==> config.mk <==
export PLATFORM = sky130hd
export DESIGN_NAME = calculator_param_flat
export DESIGN_NICKNAME = d
export VERILOG_FILES = /design/src/rtl/calc_pkg.sv /design/src/rtl/calculator_param_if.sv /design/src/rtl/calc_divider.sv /design/src/rtl/calculator_param.sv /design/src/flat_wrapper.sv
export SDC_FILE = /design/constraint.sdc
export NUM_CORES = 1
export LEC_CHECK = 0
export CORE_ASPECT_RATIO = 0.9
export CORE_MARGIN = 5
export CORE_UTILIZATION = 38
export CTS_CLUSTER_DIAMETER = 30
export DETAILED_ROUTE_END_ITERATION = 8
export GPL_TIMING_DRIVEN = 0
export PLACE_DENSITY_LB_ADDON = 0.15
export REMOVE_ABC_BUFFERS = 1
export SLEW_MARGIN = 40
export SYNTH_ARGS = -nofsm -noshare
export SYNTH_HDL_FRONTEND = slang
export SYNTH_HIERARCHICAL = 1
export SYNTH_SLANG_ARGS = --single-unit
==> constraint.sdc <==
create_clock -name clk -period 20.6 [get_ports clk]
set_input_delay 2.06 -clock clk [delete_from_list [all_inputs] [get_ports clk]]
set_output_delay 2.06 -clock clk [all_outputs]
set_load 0.01 [all_outputs]
==> src/rtl/calc_pkg.sv <==
// calc_pkg: key codes, operator/state enums and saturation helper for the keypad calculator.
package calc_pkg;
  localparam logic [3:0] KEY_PLUS = 4'hA, KEY_MINUS = 4'hB, KEY_MUL = 4'hC, KEY_DIV = 4'hD, KEY_CLR = 4'hE, KEY_EQ = 4'hF;
  typedef enum logic [1:0] {OP_PLUS, OP_MINUS, OP_MUL, OP_DIV} op_t;
  typedef enum logic [2:0] {S_IDLE, S_DIGIT, S_CALC, S_DIV, S_SHOW_ARG, S_SHOW_RES, S_CLEAR} state_t;
  function automatic op_t key2op(logic [3:0] k);
    return op_t'(k[1:0] - 2'd2);
  endfunction
  function automatic longint sat(longint v, int w);
    longint mx;
    mx = (longint'(1) <<< (w - 1)) - 1;
    return v > mx ? mx : v < -mx - 1 ? -mx - 1 : v;
  endfunction
endpackage

==> src/rtl/calculator_param_if.sv <==
// calculator_param_if: key event input and display/status outputs of the calculator.
interface calculator_param_if #(parameter int WIDTH = 14);
  logic key_valid;
  logic [3:0] key_code;
  logic key_ready;
  logic [WIDTH-1:0] display;
  logic display_neg, overflow, div_zero, busy;
  modport master (output key_valid, key_code, input key_ready, display, display_neg, overflow, div_zero, busy);
  modport slave (input key_valid, key_code, output key_ready, display, display_neg, overflow, div_zero, busy);
endinterface

==> src/rtl/calc_divider.sv <==
// calc_divider: restoring unsigned divider, one quotient bit per cycle, done WIDTH cycles after start.
module calc_divider #(parameter int WIDTH = 14) (
  input  logic             clk,
  input  logic             rst,
  input  logic             start,
  input  logic [WIDTH-1:0] dividend,
  input  logic [WIDTH-1:0] divisor,
  output logic             done,
  output logic [WIDTH-1:0] quotient
);
  localparam int CW = $clog2(WIDTH + 1);
  logic [WIDTH-1:0] rem_q, rem_d, quo_q, quo_d, div_q, div_d;
  logic [CW-1:0] cnt_q, cnt_d;
  logic run_q, run_d;
  logic [WIDTH:0] shl, trial;
  always_comb begin
    shl = {rem_q, quo_q[WIDTH-1]};
    trial = shl - {1'b0, div_q};
    rem_d = rem_q;
    quo_d = quo_q;
    div_d = div_q;
    cnt_d = cnt_q;
    run_d = run_q;
    if (start) begin
      rem_d = '0;
      quo_d = dividend;
      div_d = divisor;
      cnt_d = CW'(WIDTH);
      run_d = 1'b1;
    end else if (run_q) begin
      rem_d = trial[WIDTH] ? shl[WIDTH-1:0] : trial[WIDTH-1:0];
      quo_d = {quo_q[WIDTH-2:0], ~trial[WIDTH]};
      cnt_d = cnt_q - 1'b1;
      run_d = cnt_q != CW'(1);
    end
  end
  // The final quotient is forwarded combinationally in the last step so busy lasts exactly WIDTH cycles.
  assign done = run_q && cnt_q == CW'(1);
  assign quotient = quo_d;
  always_ff @(posedge clk or posedge rst)
    if (rst) begin
      rem_q <= '0;
      quo_q <= '0;
      div_q <= '0;
      cnt_q <= '0;
      run_q <= 1'b0;
    end else begin
      rem_q <= rem_d;
      quo_q <= quo_d;
      div_q <= div_d;
      cnt_q <= cnt_d;
      run_q <= run_d;
    end
endmodule

==> src/rtl/calculator_param.sv <==
// calculator_param: keypad calculator FSM with signed saturating + - * /, sign/magnitude display.
module calculator_param
  import calc_pkg::*;
#(
  parameter int WIDTH = 14,
  parameter int MAX_DIGITS = 4,
  parameter int ENABLE_DIV = 1
) (
  input logic clk,
  input logic rst,
  calculator_param_if.slave bus
);
  localparam int DW = $clog2(MAX_DIGITS + 1);
  localparam longint MAXV = (longint'(1) <<< (WIDTH - 1)) - 1;
  state_t state_q, state_d;
  op_t pend_q, pend_d;
  logic signed [WIDTH-1:0] arg_q, arg_d, res_q, res_d;
  logic [WIDTH-1:0] disp_q, disp_d, mag_r, quo;
  logic [3:0] key_q, key_d;
  logic [DW-1:0] dig_q, dig_d;
  logic ent_q, ent_d, fresh_q, fresh_d, qneg_q, qneg_d, ovf_q, ovf_d, dz_q, dz_d, dneg_q, dneg_d;
  logic div_start, div_done;
  longint wide, satv, next_arg;
  always_comb begin
    state_d = state_q;
    pend_d = pend_q;
    arg_d = arg_q;
    res_d = res_q;
    disp_d = disp_q;
    key_d = key_q;
    dig_d = dig_q;
    ent_d = ent_q;
    fresh_d = fresh_q;
    qneg_d = qneg_q;
    ovf_d = ovf_q;
    dz_d = dz_q;
    dneg_d = dneg_q;
    div_start = 1'b0;
    wide = pend_q == OP_PLUS ? longint'(res_q) + longint'(arg_q) :
           pend_q == OP_MINUS ? longint'(res_q) - longint'(arg_q) : longint'(res_q) * longint'(arg_q);
    if (state_q == S_DIV) wide = qneg_q ? -longint'(quo) : longint'(quo);
    satv = sat(wide, WIDTH);
    next_arg = longint'(arg_q) * 10 + longint'(key_q);
    mag_r = res_q[WIDTH-1] ? -res_q : res_q;
    case (state_q)
      S_IDLE:
        if (bus.key_valid) begin
          key_d = bus.key_code;
          if (bus.key_code <= 4'd9) state_d = S_DIGIT;
          else if (bus.key_code == KEY_CLR) state_d = S_CLEAR;
          else if (bus.key_code == KEY_DIV && ENABLE_DIV == 0) state_d = S_IDLE;
          else if (bus.key_code == KEY_EQ || ent_q) state_d = S_CALC;
          else begin
            pend_d = key2op(bus.key_code);
            fresh_d = 1'b0;
          end
        end
      S_DIGIT: begin
        if (fresh_q) begin
          res_d = '0;
          fresh_d = 1'b0;
        end
        if (dig_q < DW'(MAX_DIGITS) && next_arg <= MAXV) begin
          arg_d = WIDTH'(next_arg);
          dig_d = dig_q + 1'b1;
          ent_d = 1'b1;
        end
        state_d = S_SHOW_ARG;
      end
      S_CALC: begin
        pend_d = key_q == KEY_EQ ? OP_PLUS : key2op(key_q);
        arg_d = '0;
        dig_d = '0;
        ent_d = 1'b0;
        fresh_d = key_q == KEY_EQ;
        state_d = S_SHOW_RES;
        if (pend_q != OP_DIV) begin
          res_d = WIDTH'(satv);
          ovf_d = ovf_q | (satv != wide);
        end else if (arg_q == '0) dz_d = 1'b1;
        else begin
          div_start = 1'b1;
          qneg_d = res_q[WIDTH-1] ^ arg_q[WIDTH-1];
          state_d = S_DIV;
        end
      end
      S_DIV:
        if (div_done) begin
          res_d = WIDTH'(satv);
          ovf_d = ovf_q | (satv != wide);
          state_d = S_SHOW_RES;
        end
      S_CLEAR: begin
        pend_d = OP_PLUS;
        {arg_d, res_d, disp_d, key_d, dig_d} = '0;
        {ent_d, fresh_d, qneg_d, ovf_d, dz_d, dneg_d} = '0;
        state_d = S_IDLE;
      end
      default: state_d = S_IDLE;
    endcase
    if (state_d == S_SHOW_ARG) begin
      disp_d = arg_d;
      dneg_d = 1'b0;
    end else if (state_d == S_SHOW_RES) begin
      disp_d = res_d[WIDTH-1] ? -res_d : res_d;
      dneg_d = res_d[WIDTH-1];
    end
  end
  generate
    if (ENABLE_DIV != 0) begin : g_div
      calc_divider #(.WIDTH(WIDTH)) u_div (
        .clk(clk), .rst(rst), .start(div_start), .dividend(mag_r), .divisor(arg_q),
        .done(div_done), .quotient(quo)
      );
    end else begin : g_nodiv
      logic unused_div;
      assign unused_div = ^{div_start, mag_r};
      assign div_done = 1'b0;
      assign quo = '0;
    end
  endgenerate
  always_ff @(posedge clk or posedge rst)
    if (rst) begin
      state_q <= S_IDLE;
      pend_q <= OP_PLUS;
      {arg_q, res_q, disp_q, key_q, dig_q} <= '0;
      {ent_q, fresh_q, qneg_q, ovf_q, dz_q, dneg_q} <= '0;
    end else begin
      state_q <= state_d;
      pend_q <= pend_d;
      arg_q <= arg_d;
      res_q <= res_d;
      disp_q <= disp_d;
      key_q <= key_d;
      dig_q <= dig_d;
      ent_q <= ent_d;
      fresh_q <= fresh_d;
      qneg_q <= qneg_d;
      ovf_q <= ovf_d;
      dz_q <= dz_d;
      dneg_q <= dneg_d;
    end
  assign bus.key_ready = state_q == S_IDLE;
  assign bus.busy = state_q == S_DIV;
  assign bus.display = disp_q;
  assign bus.display_neg = dneg_q;
  assign bus.overflow = ovf_q;
  assign bus.div_zero = dz_q;
endmodule
==> src/flat_wrapper.sv <==
// flat-port wrapper written by rule: the top's interface ports become plain ports
module calculator_param_flat import calc_pkg::*;
#(
  parameter int WIDTH = 14,
  parameter int MAX_DIGITS = 4,
  parameter int ENABLE_DIV = 1
)
  (clk, rst, bus_key_valid, bus_key_code, bus_key_ready, bus_display, bus_display_neg, bus_overflow, bus_div_zero, bus_busy);
  calculator_param_if #(.WIDTH(WIDTH)) bus_i ();
  input logic clk;
  input logic rst;
  input wire logic [$bits(bus_i.key_valid)-1:0] bus_key_valid;
  input wire logic [$bits(bus_i.key_code)-1:0] bus_key_code;
  output wire logic [$bits(bus_i.key_ready)-1:0] bus_key_ready;
  output wire logic [$bits(bus_i.display)-1:0] bus_display;
  output wire logic [$bits(bus_i.display_neg)-1:0] bus_display_neg;
  output wire logic [$bits(bus_i.overflow)-1:0] bus_overflow;
  output wire logic [$bits(bus_i.div_zero)-1:0] bus_div_zero;
  output wire logic [$bits(bus_i.busy)-1:0] bus_busy;
  assign bus_i.key_valid = bus_key_valid;
  assign bus_i.key_code = bus_key_code;
  assign bus_key_ready = bus_i.key_ready;
  assign bus_display = bus_i.display;
  assign bus_display_neg = bus_i.display_neg;
  assign bus_overflow = bus_i.overflow;
  assign bus_div_zero = bus_i.div_zero;
  assign bus_busy = bus_i.busy;
  calculator_param #(.WIDTH(WIDTH), .MAX_DIGITS(MAX_DIGITS), .ENABLE_DIV(ENABLE_DIV)) u_core (.clk(clk), .rst(rst), .bus(bus_i));
endmodule
Word level (Yosys, flattened, before mapping):

Index checks and enable logic that the tools add are counted.

* $add $sub $neg: 11
* multiply operators: 2
* order comparisons: 5
* equality and inequality tests: 24
* mux-type cells: 66
* bitwise logic cells: 3
* reductions and logical operators: 23

Operators with widths (number)
* 64-bit 2-to-1 mux: 6
* 14-bit 2-to-1 mux: 14
* 64-bit by 5-bit adder with 64-bit output: 1
* 64-bit by 14-bit > comparator with 1-bit output (second input constant): 1
* 64-bit by 14-bit less-or-equal comparator with 1-bit output (second input constant): 1
* 64-bit by 14-bit less-than comparator with 1-bit output (second input constant): 1
* 64-bit != test: 1
* 14-bit negation with 64-bit output: 1
* 14-bit case mux with 4 select lines: 1
* 14-bit by 14-bit multiplier with 28-bit output: 1
* 14-bit negation: 2
* 14-bit case mux with 2 select lines: 1
* 3-bit 2-to-1 mux: 8
* 1-bit 2-to-1 mux: 19
* 14-bit by 4-bit multiplier with 18-bit output (second input constant): 1
* 14-bit by 14-bit adder with 15-bit output: 1
* 14-bit by 14-bit subtractor with 15-bit output: 1
* 15-bit by 14-bit subtractor with 15-bit output: 1
* 14-bit zero test: 1
* 2-bit != test (second input constant): 7
* 4-bit equality test (second input constant): 3
* 4-bit 2-to-1 mux: 3
* 3-bit case mux with 4 select lines: 1
* 3-bit nonzero test: 4
* 30 further kinds: 53

* register bits: 107
* input port bits: 7
* word-level logic and storage cells: 152

Depth between registers and ports, before layout:

Gate-level depths: netlist (run 1).

* depth in word-level cells: 17
* depth in mapped cells: 39

By module:

Netlist (run 1), hierarchy kept.

Modules (own cells, without submodules)
* calculator_param: instances 1, cells each 1863, area an instance 15285.9 um^2
* calc_divider: instances 1, cells each 329, area an instance 2967.8 um^2

Worst setup path after synthesis (run 1):

No wires, ideal clock.

* path kind: flip-flop to flip-flop
* start point: register u_core.res_q[13]
* end point: register u_core.disp_q[12], in the netlist u_core/bus.display[12]
* library setup time: 69 ps
* data arrival time: 8660 ps
* slack: 11871 ps
* cell stages (with the launch flop): 35
* path buffers: 3
* period minus slack after synthesis: 8729 ps
* path through: dfrtp_1 clkbuf_1 nand2_1 fa_1 fa_1 inv_1 fa_1 fa_1 fa_1 inv_1 fa_1 inv_1 ha_1 clkbuf_2 nand3_1 or3_1 a311o_1 o211ai_1 xor2_1 and3_1 o2111ai_1 a21oi_1 o211ai_1 ha_1 clkbuf_1 and3b_1 o21ai_0 nand2_1 inv_1 ha_1 nand2_1 a211oi_2 nand3_1 or4_1 nand3_1

* word-level cells in the longest chain between the ends: 15

RTL lines
* from (decl): RTL line calculator_param.sv:17 `logic signed [WIDTH-1:0] arg_q, arg_d, res_q, res_d;`
* from (signal assigned): RTL line calculator_param.sv:132 `res_q <= res_d;`
* 14-bit negation: RTL line calculator_param.sv:44 `mag_r = res_q[WIDTH-1] ? -res_q : res_q;`
* 14-bit 2-to-1 mux: RTL line calculator_param.sv:44
* 14-bit 2-to-1 mux: RTL line calc_divider.sv:24 `if (start) begin`
* 14-bit negation with 64-bit output: RTL line calculator_param.sv:41 `if (state_q == S_DIV) wide = qneg_q ? -longint'(quo) : longint'(quo);`
* 64-bit 2-to-1 mux: RTL line calculator_param.sv:41
* 64-bit 2-to-1 mux (*): RTL line calculator_param.sv:41
* 64-bit by 14-bit less-than comparator with 1-bit output: RTL line calc_pkg.sv:12 `return v > mx ? mx : v < -mx - 1 ? -mx - 1 : v;`
* 64-bit 2-to-1 mux: RTL line calc_pkg.sv:12
* 64-bit 2-to-1 mux (*): RTL line calc_pkg.sv:12
* 14-bit 2-to-1 mux (on tied branches): RTL line calculator_param.sv:88, calculator_param.sv:77
* 14-bit case mux with 4 select lines (*): RTL line calculator_param.sv:45 `case (state_q)`
* via u_core.res_d[1]: RTL line calculator_param.sv:17
* 14-bit negation (*): RTL line calculator_param.sv:105 `disp_d = res_d[WIDTH-1] ? -res_d : res_d;`
* 14-bit 2-to-1 mux (*): RTL line calculator_param.sv:105
* 14-bit 2-to-1 mux (*): RTL line calculator_param.sv:104 `end else if (state_d == S_SHOW_RES) begin`
* 14-bit 2-to-1 mux (*): RTL line calculator_param.sv:101 `if (state_d == S_SHOW_ARG) begin`
* to (signal assigned): RTL line calculator_param.sv:133 `disp_q <= disp_d;`
* to (decl): RTL line calculator_param.sv:18 `logic [WIDTH-1:0] disp_q, disp_d, mag_r, quo;`

The timed path passes the listed nets; every way through them passes the cells marked *.
A chain may end at the register's enable or synchronous reset.

Worst setup path in the final report (run 1):

* start point: register u_core.res_q[13]
* end point: register u_core.disp_q[12], in the netlist u_core/bus.display[12]

* word-level cells in the longest chain between the ends: 15

RTL lines (RTL line)
* 14-bit negation: calculator_param.sv:44
* 14-bit 2-to-1 mux: calculator_param.sv:44
* 14-bit 2-to-1 mux: calc_divider.sv:24
* 14-bit negation with 64-bit output: calculator_param.sv:41
* 64-bit 2-to-1 mux (2 in series): calculator_param.sv:41
* 64-bit by 14-bit less-than comparator with 1-bit output: calc_pkg.sv:12
* 64-bit 2-to-1 mux (2 in series): calc_pkg.sv:12
* 14-bit 2-to-1 mux (on tied branches): calculator_param.sv:88, calculator_param.sv:77
* 14-bit case mux with 4 select lines (*): calculator_param.sv:45
* 14-bit negation: calculator_param.sv:105
* 14-bit 2-to-1 mux (*): calculator_param.sv:105
* 14-bit 2-to-1 mux (*): calculator_param.sv:104
* 14-bit 2-to-1 mux (*): calculator_param.sv:101

Every way passes the cells marked *; elsewhere a longest branch is shown, timed or not.

==> results of run 1 <==
==> flip-flops by register name (all words and copies together), names as in the netlist <==
signal                    cells
u_core/bus.overflow           1
u_core/g_div.u_div/div_q     14
u_core/pend_q                 2
u_core/bus.display           14
u_core/qneg_q                 1
u_core/res_q                 14
u_core/arg_q                 14
u_core/state_q                3
u_core/dig_q                  3
u_core/g_div.u_div/cnt_q      4
u_core/key_q                  4
u_core/ent_q                  1
u_core/g_div.u_div/run_q      1
u_core/fresh_q                1
u_core/bus.div_zero           1
u_core/g_div.u_div/rem_q     14
u_core/g_div.u_div/quo_q     14
u_core/bus.display_neg        1
==> cell families (layout without fill, tap and decap cells) <==
logic type | Yosys count | count (layout) | synth area share
adder cells (fa/ha/maj) | 348 | 348 | 0.321
AND/OR/NAND/NOR | 689 | 689 | 0.188
multiplexers | 39 | 39 | 0.0221
flip-flops | 107 | 107 | 0.147
buffers and inverters | 437 | 380 | 0.0929
XOR/XNOR | 90 | 90 | 0.0432
AO/OA/AOI/OAI | 482 | 482 | 0.187
==> layer usage <==
layer  share of wire  routed length, um
met5               0                  0
met4           0.024               1450
met3           0.071               4240
met2            0.43              25500
met1            0.48              28200
==> final cells by class <==
class	instances	area, um2	area share
inverter	324	1220	0.0630
clock inverter	4	52.6	0.00271
clock buffer	12	236	0.0122
multi-input combinational	1648	14000	0.720
tap	624	781	0.0403
sequential	107	2720	0.140
timing repair buffer	40	414	0.0214
==> final timing paths <==
path | startpoint | endpoint | slack [ns] | depth (start not counted)
hold reg to reg | u_core/fresh_q$_DFFE_PP0P_ | u_core/fresh_q$_DFFE_PP0P_ | 0.49 | 2
setup / recovery | u_core/res_q[13]$_DFF_PP0_ | u_core/bus.display[12]$_DFFE_PP0P_ | 9.57 | 30
min in group asynchronous | rst | u_core/g_div.u_div/cnt_q[2]$_DFFE_PP0P_ | 2.05 | 2
setup reg to reg | u_core/res_q[13]$_DFF_PP0_ | u_core/bus.display[12]$_DFFE_PP0P_ | 9.57 | 30
hold / removal | u_core/fresh_q$_DFFE_PP0P_ | u_core/fresh_q$_DFFE_PP0P_ | 0.49 | 2
max in group asynchronous | rst | u_core/arg_q[4]$_DFF_PP0_ | 17.95 | 3
==> Yosys cell counts, types with 67 or more instances <==
cell type                  instances  area (um2)
sky130_fd_sc_hd__nor2_1          140         526
sky130_fd_sc_hd__and2_1           87         544
sky130_fd_sc_hd__a21oi_1          82         410
sky130_fd_sc_hd__nand3_1          71         355
sky130_fd_sc_hd__fa_1            200        4000
sky130_fd_sc_hd__o21ai_0         115         576
sky130_fd_sc_hd__nand2_1         215         807
sky130_fd_sc_hd__dfrtp_1         107        2680
sky130_fd_sc_hd__xnor2_1          67         587
sky130_fd_sc_hd__ha_1            147        1840
sky130_fd_sc_hd__inv_1           322        1210
sky130_fd_sc_hd__clkbuf_1         80         300
==> critical path, delay by kind of cell (launching register included) <==
| kind | cells | cell delay, ns |
|---|---|---|
| AOI/OAI and AO/OA | 6 | 2.25 |
| buffers and inverters | 6 | 1.06 |
| adders and majority gates | 8 | 4.27 |
| DFF | 1 | 0.82 |
| and+or+nand+nor | 10 | 2.54 |
==> metrics by stage <==
| step | utilization | cells | area (um2) |
|---|---|---|---|
| after floorplan | - | 2079 | 17800 |
| after global placement | 0.394 | 2728 | 18800 |
| after detailed placement | 0.400 | 2743 | 19100 |
| after CTS | 0.406 | 2759 | 19400 |
| after global routing | 0.406 | 2759 | 19400 |
| final | 0.406 | 2759 | 19400 |
==> impl_results.html, run 1 <==
<table>
<tr><th>Metric</th><th>Value</th></tr>
<tr><th colspan="2">STA</th></tr>
<tr><td>Least-Margin Pin Slew</td><td>0.826 ns</td></tr>
<tr><td>RSZ-0062 raised after global routing</td><td>false</td></tr>
<tr><td>Final number of setup-violating endpoints</td><td>0</td></tr>
<tr><td>Summed negative setup slack over all endpoints</td><td>0 ns</td></tr>
<tr><td>Number of failing hold endpoints at the final stage</td><td>0</td></tr>
<tr><td>Slew Limit Fails</td><td>0</td></tr>
<tr><td>Maximum achievable frequency</td><td>0.0906 GHz</td></tr>
<tr><td>Hold Worst Slack</td><td>0.492 ns</td></tr>
<tr><td>Share of the cycle needed by the critical path after routing</td><td>0.536</td></tr>
<tr><td>Setup skew after layout</td><td>0.0153 ns</td></tr>
<tr><td>Headroom to the max-slew limit</td><td>0.444</td></tr>
<tr><td>Shortest period the worst path allows</td><td>11.03 ns</td></tr>
<tr><td>Final WS setup</td><td>9.57 ns</td></tr>
<tr><th colspan="2">Synthesis</th></tr>
<tr><td>Async set-or-reset flop fraction in the synthesized netlist</td><td>1.00</td></tr>
<tr><td>Count of mapped cells out of synthesis</td><td>2192</td></tr>
<tr><td>Count of unique library cells instantiated by Yosys</td><td>106</td></tr>
<tr><td>Number of warnings printed during yosys synthesis</td><td>6</td></tr>
<tr><td>Most used flip-flop cell after synthesis</td><td>sky130_fd_sc_hd__dfrtp_1</td></tr>
<tr><td>Number of flops mapped to enable cells by yosys</td><td>0</td></tr>
<tr><td>Post-Synthesis Mean Instance Area</td><td>8.33 um2</td></tr>
<tr><td>Synthesized flop and latch total</td><td>107</td></tr>
<tr><td>Cell Area, Synth</td><td>0.0183 mm2</td></tr>
<tr><td>Fraction of the yosys area taken by sequential cells</td><td>0.147</td></tr>
<tr><th colspan="2">Finish</th></tr>
<tr><td>Layout fillers</td><td>4853</td></tr>
<tr><td>Number of nets in the finished design</td><td>2484</td></tr>
<tr><td>Leading cell types in the layout, fill and taps excluded</td><td>sky130_fd_sc_hd__inv_1 (319), sky130_fd_sc_hd__nand2_1 (213), sky130_fd_sc_hd__fa_1 (200)</td></tr>
<tr><td>Ant diodes</td><td>0</td></tr>
<tr><td>Ratio of cells with drive above 1 in the final layout</td><td>0.0609</td></tr>
<tr><td>Most common cell after layout, fill and taps aside</td><td>sky130_fd_sc_hd__inv_1</td></tr>
<tr><td>Area growth from synthesis to layout</td><td>6.21%</td></tr>
<tr><th colspan="2">Detailed routing</th></tr>
<tr><td>Post-route DRC violation count</td><td>0</td></tr>
<tr><td>Total wire length</td><td>59400 um</td></tr>
<tr><td>1st-pass router iterations</td><td>5</td></tr>
<tr><td>Vias per Instance</td><td>5.68</td></tr>
<tr><td>Post-detailed-route wirelength per cell</td><td>21.5 um</td></tr>
<tr><td>Detail Route Antenna Nets</td><td>0</td></tr>
<tr><td>Total number of vias</td><td>15700</td></tr>
<tr><td>DRT iter0 DRCs</td><td>1378</td></tr>
<tr><th colspan="2">Clock tree</th></tr>
<tr><td>Clk sinks</td><td>107</td></tr>
<tr><td>Clock Pin Slew Worst Setup and Hold Paths</td><td>0.08 ns</td></tr>
<tr><td>Clock tree from TritonCTS</td><td>built</td></tr>
<tr><td>Number of buffers created by CTS</td><td>9</td></tr>
<tr><td>Maximum buffer depth of the clock tree</td><td>2</td></tr>
<tr><td>H-tree Lvls</td><td>3</td></tr>
<tr><td>Root buffer cell</td><td>sky130_fd_sc_hd__clkbuf_16</td></tr>
<tr><td>Clock latency at the later pin of the worst-skew pair</td><td>0.37 ns</td></tr>
<tr><td>CTS Hold Bufs</td><td>0</td></tr>
<tr><td>Setup fix buffers added after clock tree synthesis</td><td>0</td></tr>
<tr><td>Count of cells resized by post-cts repair</td><td>0</td></tr>
<tr><th colspan="2">Critical path</th></tr>
<tr><td>Most numerous cell on the critical path</td><td>sky130_fd_sc_hd__fa_1</td></tr>
<tr><td>Kind of start point of the critical path</td><td>flip-flop</td></tr>
<tr><td>Req. time, crit path</td><td>20.91 ns</td></tr>
<tr><td>Crit path largest cell delay</td><td>0.82 ns</td></tr>
<tr><td>Arrival time at the worst endpoint</td><td>11.34 ns</td></tr>
<tr><td>Critical Path Sink Type</td><td>flip-flop</td></tr>
<tr><td>Worst setup path category</td><td>flip-flop to flip-flop</td></tr>
<tr><td>Largest fanout on the critical path</td><td>26</td></tr>
<tr><td>Cell with the largest stage delay on the worst path</td><td>sky130_fd_sc_hd__dfrtp_2</td></tr>
<tr><th colspan="2">Die</th></tr>
<tr><td>Initial standard-cell utilization of the core</td><td>0.382</td></tr>
<tr><td>Placeable Area</td><td>0.0477 mm2</td></tr>
<tr><td>Die span in x</td><td>241 um</td></tr>
<tr><td>Overall die height</td><td>218 um</td></tr>
<tr><td>Top-Level Pins</td><td>26</td></tr>
<tr><td>Area enclosed by the die boundary</td><td>0.0525 mm2</td></tr>
<tr><td>FP Rows</td><td>76</td></tr>
<tr><th colspan="2">GRT</th></tr>
<tr><td>Grt met3 use</td><td>0.0435</td></tr>
<tr><td>All-Layer GR Usage</td><td>0.228</td></tr>
<tr><td>Global routing met2 resource utilization</td><td>0.334</td></tr>
<tr><td>First-pass GRT wire length</td><td>92800 um</td></tr>
<tr><td>Largest net degree at the start of global routing</td><td>47</td></tr>
<tr><td>Met1 usage</td><td>0.346</td></tr>
<tr><td>Number of global-route vias before repair</td><td>15600</td></tr>
<tr><td>Highest-utilization routing layer at the global route stage</td><td>met1</td></tr>
<tr><td>Number of antenna violations at the first check in global routing</td><td>0</td></tr>
<tr><td>Overflow left after global routing</td><td>0</td></tr>
<tr><th colspan="2">Min path</th></tr>
<tr><td>Class of the tightest hold or removal check</td><td>flip-flop to flip-flop</td></tr>
<tr><th colspan="2">Placed design</th></tr>
<tr><td>Worst slack at placement</td><td>9.80 ns</td></tr>
<tr><td>Port bufs</td><td>25</td></tr>
<tr><td>Final RePlAce weighted congestion</td><td>0.934</td></tr>
<tr><td>Total half-perimeter wirelength after legalization and detailed placement</td><td>45000 um</td></tr>
<tr><th colspan="2">Outcome</th></tr>
<tr><td>Run status</td><td>finished clean</td></tr>
<tr><th colspan="2">Job</th></tr>
<tr><td>Maximum Capacitance Violations</td><td>0</td></tr>
</table>
Power of run 1 is left out: the tool's default activity adds up to more than one toggle a clock period on the data nets, which glitch-free logic cannot reach.
==> run 2, diff against run 1 <==
- clock period: 20.6 -> 11.55 ns (I/O delays scaled with it)
==> impl_results.html, run 2 (synthesis results as in run 1) <==
<table>
<tr><th>Metric</th><th>Value</th></tr>
<tr><th colspan="2">Outcome</th></tr>
<tr><td>Run status</td><td>finished clean</td></tr>
<tr><th colspan="2">Placed design</th></tr>
<tr><td>Worst slack at placement</td><td>0.751 ns (-9.05 ns)</td></tr>
<tr><td># placed instances</td><td>2743 (unchanged)</td></tr>
<tr><td>Final RePlAce weighted congestion</td><td>0.934 (unchanged)</td></tr>
<tr><td>Port bufs</td><td>25 (unchanged)</td></tr>
<tr><td>Total half-perimeter wirelength after legalization and detailed placement</td><td>45000 um (unchanged)</td></tr>
<tr><th colspan="2">STA</th></tr>
<tr><td>Share of the cycle needed by the critical path after routing</td><td>0.945 (+0.409)</td></tr>
<tr><td>Number of failing hold endpoints at the final stage</td><td>0 (unchanged)</td></tr>
<tr><td>Final WS setup</td><td>0.640 ns (-8.92 ns)</td></tr>
<tr><td>Final number of setup-violating endpoints</td><td>0 (unchanged)</td></tr>
<tr><td>RSZ-0062 raised after global routing</td><td>false</td></tr>
<tr><td>Setup skew after layout</td><td>0.0160 ns (+0.000693 ns)</td></tr>
<tr><td>Maximum achievable frequency</td><td>0.0917 GHz (+1.1%)</td></tr>
<tr><td>Slew Limit Fails</td><td>0 (unchanged)</td></tr>
<tr><td>Shortest period the worst path allows</td><td>10.91 ns (-0.125 ns)</td></tr>
<tr><td>Headroom to the max-slew limit</td><td>0.444 (unchanged)</td></tr>
<tr><td>Least-Margin Pin Slew</td><td>0.826 ns (unchanged)</td></tr>
<tr><th colspan="2">Clock tree</th></tr>
<tr><td>Number of buffers created by CTS</td><td>9 (unchanged)</td></tr>
<tr><td>Clock latency at the later pin of the worst-skew pair</td><td>0.37 ns (about the same)</td></tr>
<tr><td>Maximum buffer depth of the clock tree</td><td>2 (unchanged)</td></tr>
<tr><td>Clock Pin Slew Worst Setup and Hold Paths</td><td>0.08 ns (about the same)</td></tr>
<tr><td>Clk sinks</td><td>107 (unchanged)</td></tr>
<tr><td>Clock tree from TritonCTS</td><td>built</td></tr>
<tr><td>Root buffer cell</td><td>sky130_fd_sc_hd__clkbuf_16</td></tr>
<tr><td>H-tree Lvls</td><td>3 (unchanged)</td></tr>
<tr><th colspan="2">Job</th></tr>
<tr><td>Maximum Capacitance Violations</td><td>0 (unchanged)</td></tr>
<tr><th colspan="2">Critical path</th></tr>
<tr><td>Launch point of the worst reg-to-reg path</td><td>u_core/res_q[13]$_DFF_PP0_</td></tr>
<tr><td>Reg2reg end</td><td>u_core/bus.display[12]$_DFFE_PP0P_</td></tr>
<tr><td>Most numerous cell on the critical path</td><td>sky130_fd_sc_hd__fa_1</td></tr>
<tr><td>Crit path buffers/inverters</td><td>6 (unchanged)</td></tr>
<tr><td>Worst setup path category</td><td>flip-flop to flip-flop</td></tr>
<tr><td>Cell with the largest stage delay on the worst path</td><td>sky130_fd_sc_hd__dfrtp_2</td></tr>
<tr><td>Kind of start point of the critical path</td><td>flip-flop</td></tr>
<tr><td>Largest fanout on the critical path</td><td>26 (unchanged)</td></tr>
<tr><td>Req. time, crit path</td><td>11.86 ns (-9.05 ns)</td></tr>
<tr><td>Arrival time at the worst endpoint</td><td>11.22 ns (-0.12 ns)</td></tr>
<tr><td>Flop2flop setup slack</td><td>0.64 ns (-8.92 ns)</td></tr>
<tr><td>Top delay family on crit path</td><td>adder cells</td></tr>
<tr><td>Critical Path Sink Type</td><td>flip-flop</td></tr>
<tr><td>Crit path largest cell delay</td><td>0.84 ns (+0.02 ns)</td></tr>
<tr><td>Depth of the most critical reg-to-reg path</td><td>30 (unchanged)</td></tr>
<tr><th colspan="2">Die</th></tr>
<tr><td>Top-Level Pins</td><td>26 (unchanged)</td></tr>
<tr><td>Placeable Area</td><td>0.0477 mm2 (unchanged)</td></tr>
<tr><td>FP Rows</td><td>76 (unchanged)</td></tr>
<tr><td>Area enclosed by the die boundary</td><td>0.0525 mm2 (unchanged)</td></tr>
<tr><td>Die span in x</td><td>241 um (unchanged)</td></tr>
<tr><td>Initial standard-cell utilization of the core</td><td>0.382 (unchanged)</td></tr>
<tr><td>Overall die height</td><td>218 um (unchanged)</td></tr>
<tr><th colspan="2">Detailed routing</th></tr>
<tr><td>Vias per Instance</td><td>5.68 (about the same)</td></tr>
<tr><td>Total wire length</td><td>59400 um (about the same)</td></tr>
<tr><td>DRT iter0 DRCs</td><td>1378 (unchanged)</td></tr>
<tr><td>1st-pass router iterations</td><td>5 (unchanged)</td></tr>
<tr><td>Total number of vias</td><td>15700 (+0.0064%)</td></tr>
<tr><td>Detail Route Antenna Nets</td><td>0 (unchanged)</td></tr>
<tr><td>Post-detailed-route wirelength per cell</td><td>21.5 um (about the same)</td></tr>
<tr><td>Post-route DRC violation count</td><td>0 (unchanged)</td></tr>
<tr><th colspan="2">Finish</th></tr>
<tr><td>Ant diodes</td><td>0 (unchanged)</td></tr>
<tr><td>Number of nets in the finished design</td><td>2484 (unchanged)</td></tr>
<tr><td>Leading cell types in the layout, fill and taps excluded</td><td>sky130_fd_sc_hd__inv_1 (319), sky130_fd_sc_hd__nand2_1 (213), sky130_fd_sc_hd__fa_1 (200)</td></tr>
<tr><td>Area growth from synthesis to layout</td><td>6.23% (about the same)</td></tr>
<tr><td>Most common cell after layout, fill and taps aside</td><td>sky130_fd_sc_hd__inv_1</td></tr>
<tr><td>Non-filler cells, final</td><td>2759 (unchanged)</td></tr>
<tr><td>Ratio of cells with drive above 1 in the final layout</td><td>0.0614 (+0.000468)</td></tr>
<tr><th colspan="2">Min path</th></tr>
<tr><td>Capture endpoint of the worst hold path</td><td>u_core/fresh_q$_DFFE_PP0P_</td></tr>
<tr><td>Hold path startpoint</td><td>u_core/fresh_q$_DFFE_PP0P_</td></tr>
<tr><td>Hold-critical path depth</td><td>2 (unchanged)</td></tr>
<tr><td>Class of the tightest hold or removal check</td><td>flip-flop to flip-flop</td></tr>
<tr><th colspan="2">GRT</th></tr>
<tr><td>Number of antenna violations at the first check in global routing</td><td>0 (unchanged)</td></tr>
<tr><td>First-pass GRT wire length</td><td>92800 um (unchanged)</td></tr>
<tr><td>Number of global-route vias before repair</td><td>15600 (unchanged)</td></tr>
<tr><td>All-Layer GR Usage</td><td>0.228 (unchanged)</td></tr>
<tr><td>Overflow left after global routing</td><td>0 (unchanged)</td></tr>
<tr><td>Largest net degree at the start of global routing</td><td>47 (unchanged)</td></tr>
</table>
-- run 2: metal layers --
layer / up-vias / share of wire / track usage
li1: 7282 / - / -
met3: 81 / 0.071 / 0.0435
met1: 7811 / 0.48 / 0.346
met2: 509 / 0.43 / 0.334
met4: 0 / 0.024 / 0.0549
met5: - / 0 / 0
-- run 2: final cells by class --
type	instances	area [um2]
multi-input cells	1648	14000
inverters	324	1220
clock inverters	4	52.6
fillers	4851	28300
repair buffers	40	414
flip-flops and latches	107	2720
well taps	624	781
clock buffers	12	236
-- run 2: worst reg2reg max path: cells and delay by family, from the launching register on --
kind | cells | cell delay, ns
AO/OA/AOI/OAI | 6 | 2.26
adder cells (fa/ha/maj) | 8 | 4.27
buffers and inverters | 6 | 0.99
flip-flops | 1 | 0.84
AND/OR/NAND/NOR | 10 | 2.49
-- run 2: worst max-delay path by stage --
stage,start,endpoint,slack [ns],cells past startpoint
3_3_place_gp,u_core/arg_q[13]$_DFF_PP0_,u_core/bus.display[6]$_DFFE_PP0P_,-4.00,25
5_1_grt,u_core/res_q[13]$_DFF_PP0_,u_core/bus.display[12]$_DFFE_PP0P_,0.03,34
3_5_place_dp,u_core/res_q[13]$_DFF_PP0_,u_core/bus.display[12]$_DFFE_PP0P_,0.75,30
6_report,u_core/res_q[13]$_DFF_PP0_,u_core/bus.display[12]$_DFFE_PP0P_,0.64,30
2_1_floorplan,u_core/arg_q[13]$_DFF_PP0_,u_core/bus.display[12]$_DFFE_PP0P_,1.56,30
4_1_cts,u_core/res_q[13]$_DFF_PP0_,u_core/bus.display[12]$_DFFE_PP0P_,0.70,30
-- run 2: timing repair --
item | in CTS | in global routing
setup endpoints to repair | 0 | 2
hold buffers | 0 | 0
buffers inserted | 0 | 0
gates resized for setup | 0 | 1
-- run 2: through the flow --
| stage | util | setup TNS, ns | area, um2 | hold WS [ns] |
|---|---|---|---|---|
| finish | 0.406 | 0 | 19400 | 0.492 |
| global placement | 0.394 | -96.48 | 18800 | 0.474 |
| floorplan | - | 0 | 17800 | 0.448 |
| global route | 0.406 | 0 | 19400 | 0.540 |
| CTS | 0.406 | 0 | 19400 | 0.493 |
| detailed placement | 0.400 | 0 | 19100 | 0.477 |
Power of run 2 is left out for the same reason.
